**config.mk**
```make
export PLATFORM = sky130hd
export DESIGN_NAME = mem_stage
export DESIGN_NICKNAME = d
export VERILOG_FILES = /design/src/rtl/mem_stage.sv
export SDC_FILE = /design/constraint.sdc
export NUM_CORES = 1
export LEC_CHECK = 0
export ABC_AREA = 0
export CAP_MARGIN = 25
export CORE_ASPECT_RATIO = 0.9
export CORE_UTILIZATION = 43
export DETAILED_ROUTE_END_ITERATION = 6
export PLACE_DENSITY = 0.83
export SYNTH_ARGS = -nofsm -noshare
export SYNTH_HDL_FRONTEND = slang
export SYNTH_SLANG_ARGS = --single-unit
```
**constraint.sdc**
```tcl
create_clock -name clk -period 13.84 [get_ports clk]
set_input_delay 2.768 -clock clk [delete_from_list [all_inputs] [get_ports clk]]
set_output_delay 2.768 -clock clk [all_outputs]
set_load 0.01 [all_outputs]
```
**src/rtl/mem_stage.sv**
```systemverilog
// rtl/mem_stage.sv - MEM pipeline stage: EX/MEM register, stall-safe SRAM read buffering, load extraction.
module mem_stage #(
   parameter int EX_TO_MEM_WD = 80,
   parameter int MEM_TO_WB_WD = 70,
   parameter int StallBus     = 6
) (
   input  logic                    clk,
   input  logic                    rst,
   input  logic [StallBus-1:0]     stall,
   input  logic [EX_TO_MEM_WD-1:0] ex_to_mem_bus,
   input  logic [64:0]             ex_to_mem_hilo,
   input  logic [31:0]             data_sram_rdata,
   output logic [MEM_TO_WB_WD-1:0] mem_to_wb_bus,
   output logic [37:0]             mem_to_id,
   output logic [64:0]             mem_to_wb_hilo
);

   logic [EX_TO_MEM_WD-1:0] ex_to_mem_bus_r;
   logic [64:0]             hilo_r;
   logic [31:0]             rdata_buf;
   logic                    rdata_vld;

   logic        bubble, advance;
   logic [3:0]  mem_op;
   logic [31:0] pc, ex_result, word, load_data, rf_wdata;
   logic [7:0]  byte_v;
   logic [15:0] half_v;
   logic [4:0]  rf_waddr;
   logic        sel_rf_res, rf_we, is_load;
   logic        unused_ok;

   assign bubble  = stall[3] && !stall[4];
   assign advance = !stall[3];

   always_ff @(posedge clk or posedge rst) begin
      if (rst) begin
         ex_to_mem_bus_r <= '0;
         hilo_r          <= '0;
         rdata_buf       <= '0;
         rdata_vld       <= 1'b0;
      end else if (bubble) begin
         ex_to_mem_bus_r <= '0;
         hilo_r          <= '0;
         rdata_vld       <= 1'b0;
      end else if (advance) begin
         ex_to_mem_bus_r <= ex_to_mem_bus;
         hilo_r          <= ex_to_mem_hilo;
         rdata_vld       <= 1'b0;
      end else if (!rdata_vld) begin
         // The SRAM word is only valid in the first MEM cycle; keep it across a hold.
         rdata_buf <= data_sram_rdata;
         rdata_vld <= 1'b1;
      end
   end

   assign mem_op     = ex_to_mem_bus_r[79:76];
   assign pc         = ex_to_mem_bus_r[75:44];
   assign sel_rf_res = ex_to_mem_bus_r[38];
   assign rf_we      = ex_to_mem_bus_r[37];
   assign rf_waddr   = ex_to_mem_bus_r[36:32];
   assign ex_result  = ex_to_mem_bus_r[31:0];
   assign unused_ok  = ^{ex_to_mem_bus_r[43:39], stall[StallBus-1:5], stall[2:0]};

   assign word   = rdata_vld ? rdata_buf : data_sram_rdata;
   assign half_v = ex_result[1] ? word[31:16] : word[15:0];

   always_comb begin
      byte_v = word[7:0];
      case (ex_result[1:0])
         2'b01:   byte_v = word[15:8];
         2'b10:   byte_v = word[23:16];
         2'b11:   byte_v = word[31:24];
         default: byte_v = word[7:0];
      endcase
   end

   always_comb begin
      is_load   = 1'b1;
      load_data = word;
      case (mem_op)
         4'b1111: load_data = word;
         4'b0001: load_data = {{24{byte_v[7]}}, byte_v};
         4'b0010: load_data = {24'd0, byte_v};
         4'b0011: load_data = {{16{half_v[15]}}, half_v};
         4'b0100: load_data = {16'd0, half_v};
         default: is_load   = 1'b0;
      endcase
   end

   assign rf_wdata       = (sel_rf_res && is_load) ? load_data : ex_result;
   assign mem_to_wb_bus  = {pc, rf_we, rf_waddr, rf_wdata};
   assign mem_to_id      = {rf_we, rf_waddr, rf_wdata};
   assign mem_to_wb_hilo = hilo_r;

endmodule

```
==> results.yml <==
critical_path:
  reg2reg_depth: 3
  required_ps: 11070
  critPathArrivalTime_ps: 5460
  critPathLaunchType: "primary input"
  r2r-start: "rdata_vld$_DFF_PP0_"
  path_class: "in -> out"
  r2r_slack_ps: 12070
  path_max_fanout: 7
  rr_endpoint: "rdata_buf[4]$_DFFE_PP0P_"
  cp-end-kind: "primary output"
pwr:
  peakVddDrop_mv: 0.0805
  p_sw_share_pct: 28.7
  power.density_mw_per_mm2: 109
  combinationalPowerShare_pct: 24.5
  seqPwrFrac_pct: 42.8
  intPower_w: 0.000970
  power.total_w: 0.00136
  p_leak_nw: 5.57
  p_clk_share_pct: 32.8
  power.switching_w: 0.000391
hold_path:
  hp-start: "mem_to_wb_hilo[10]$_DFFE_PP0N_"
  hold_end: "mem_to_wb_hilo[10]$_DFFE_PP0N_"
  worstHoldPathType: "reg -> reg"
  whs_path_depth: 2
route:
  viasPerCell: 5.06
  wire_per_inst_um: 16.8
  antenna_left: 0
  firstDrtPassIters: 5
  vias: 7469
  drc: 0
  drt_first_iter_violations: 467
  routed_wl_mm: 24.8
grt:
  grt_pass1_vias: 7355
  gr-total-overflow: 0
  track_usage_pct: 23.2
  grt_max_degree: 120
  antenna_found_initial: 1
  grt_pass1_wl_mm: 39.0
timing:
  min_period_ps: 8230
  slew_headroom_pct: 36.8
  rsz0062_at_grt: "no"
  timing.fmax_ghz: 0.122
  setup_viol: 0
  final-hold-violation-count: 0
  clock_skew_ps: 10.4
  tns_ps: 0
  period_share_pct: 59.5
  slew_violations: 0
  setup_ws_ps: 5610
  max_slew.worst_pin.slew_ps: 948
synth:
  ys_warn_count: 0
  yosysSeqAreaShare_pct: 48.6
  syn_area_per_cell_um2: 9.14
  synth_top_area_cell: "dfrtp_1"
  synth_area_leaders: "dfrtp_1 49%, o21ai_0 8.3%, buf_4 6.8%"
  synth_top_area_share_pct: 48.6
  syn-num-nets: 1160
  synth-seq-cells: 173
  ys_types: 43
  syn_inst: 975
  synth_area_mm2: 0.00891
place:
  io_buffers: 348
  dp_hpwl_mm: 17.6
  place_ws_ps: 5710
  gp_congestion: 0.854
  place_area_mm2: 0.0119
floorplan:
  die_x_um: 154
  start_util_pct: 44.2
  die_y_um: 139
  core_area_mm2: 0.0202
  io_pins: 358
  die_area_mm2: 0.0213
  placementRows: 49
layout:
  drive_gt1_share_pct: 9.01
  nets: 1393
  final_common_cell: "clkdlybuf4s50_1"
  final_cell_mix: "346 x clkdlybuf4s50_1, 173 x dfrtp_1, 148 x o21ai_0"
  area_delta_synth_final_pct: 40.4
  final_util_pct: 62.0
  design_area_mm2: 0.0125
clock_network:
  clkTransAtPathRegs_ps: 60
  insertion_delay_ps: 420
  cts_resized: 0
  root_buffer: "clkbuf_16"
  cts_tree: "done"
  htreeDepth: 4
  cts.path.max_buffers: 2
  clock_sinks: 173
  cts_setup_buffers: 0
  hold_buffers: 0
  cts_made_buffers: 17
job:
  maxCapViolations: 0
run_status:
  outcome: "complete, no violations"
-- cells in the mapped netlist --
library cell,n
o32ai_1,1
nand2_1,70
buf_4,81
inv_1,146
nor2b_1,1
nor3_1,2
a221oi_2,3
mux4_2,4
or3b_1,1
a32o_1,1
mux2_2,53
a211o_1,1
and3_1,1
mux2i_1,19
and2_1,1
a31oi_1,10
dfrtp_1,173
buf_2,14
nor2_1,26
nand3_1,89
o2bb2ai_2,1
o21ai_0,148
mux4_1,1
o211ai_1,5
nand3b_1,5
buf_1,3
a31o_2,4
buf_6,1
o21ai_2,1
xor2_1,1
a21o_1,8
a2bb2oi_1,1
nand4_1,4
or3_1,2
mux2_1,4
clkbuf_1,46
a211oi_1,4
nand2b_1,2
o2111ai_1,1
o21bai_1,1
a21oi_1,28
o21a_1,5
o21ai_1,2
-- area by class of cell --
| class | instances | area (um2) |
|---|---|---|
| Inverter | 146 | 553 |
| Clock inverter | 12 | 101 |
| Timing Repair Buffer | 359 | 3600 |
| Multi-Input combinational cell | 511 | 3160 |
| Tap cell | 255 | 319 |
| Fill cell | 1676 | 7660 |
| Antenna cell | 1 | 2.50 |
| Clock buffer | 20 | 437 |
| Sequential cell | 173 | 4330 |
-- power groups by stage --
stage / combinational [W] / clock [W] / sequential, W
global route: 0.000358 / 0.000478 / 0.000588
CTS: 0.000330 / 0.000457 / 0.000582
global placement: 0.000322 / 0 / 0.000587
finish: 0.000333 / 0.000446 / 0.000582
detailed placement: 0.000329 / 0 / 0.000591
floorplan: 0.000176 / 0 / 0.000589
-- state kept, by name (all words and copies together) (netlist names) --
signal / cells
ex_to_mem_bus_r: 75
mem_to_wb_hilo: 65
rdata_buf: 32
rdata_vld: 1
-- how the worst max path moves through the flow --
stage          cells past startpoint                 from                              to  slack [ps]
2_1_floorplan                      1                  rst  ex_to_mem_bus_r[0]$_DFFE_PP0N_        6380
3_3_place_gp                       7  data_sram_rdata[31]                mem_to_wb_bus[8]        5730
3_5_place_dp                       7  data_sram_rdata[31]                    mem_to_id[8]        5710
4_1_cts                            7  data_sram_rdata[15]                    mem_to_id[8]        5680
5_1_grt                            7  data_sram_rdata[15]                mem_to_wb_bus[8]        5550
6_report                           7  data_sram_rdata[15]                mem_to_wb_bus[8]        5610
-- kinds of logic after synthesis --
group | Yosys count | synth area share [%]
mux | 81 | 10.6
compound gates | 225 | 14.3
buf+inv | 291 | 15.9
xor+xnor | 1 | 0.0983
flops | 173 | 48.6
simple gates | 204 | 10.4
-- through the flow --
step                instances  hold WS, ps
floorplan                 975          451
global placement         1442          462
detailed placement       1442          469
CTS                      1474          484
global route             1477          497
finish                   1477          476
-- critical path, stage by stage --
cell and delay (ps):
clkdlybuf4s50_1 490, mux4_1 360, mux2i_1 140, or3_1 490, a211oi_1 510, a21o_1 170, clkdlybuf4s50_1 540
-- per-layer routing --
metal / track usage (%) / wire [um] / up-vias
li1: - / - / 3605
met1: 30.4 / 10600 / 3520
met2: 37.1 / 11700 / 313
met3: 7.12 / 1930 / 31
met4: 6.79 / 525 / 0
met5: 0 / 0 / -
Note: power is estimated with default switching activity, not from simulation.
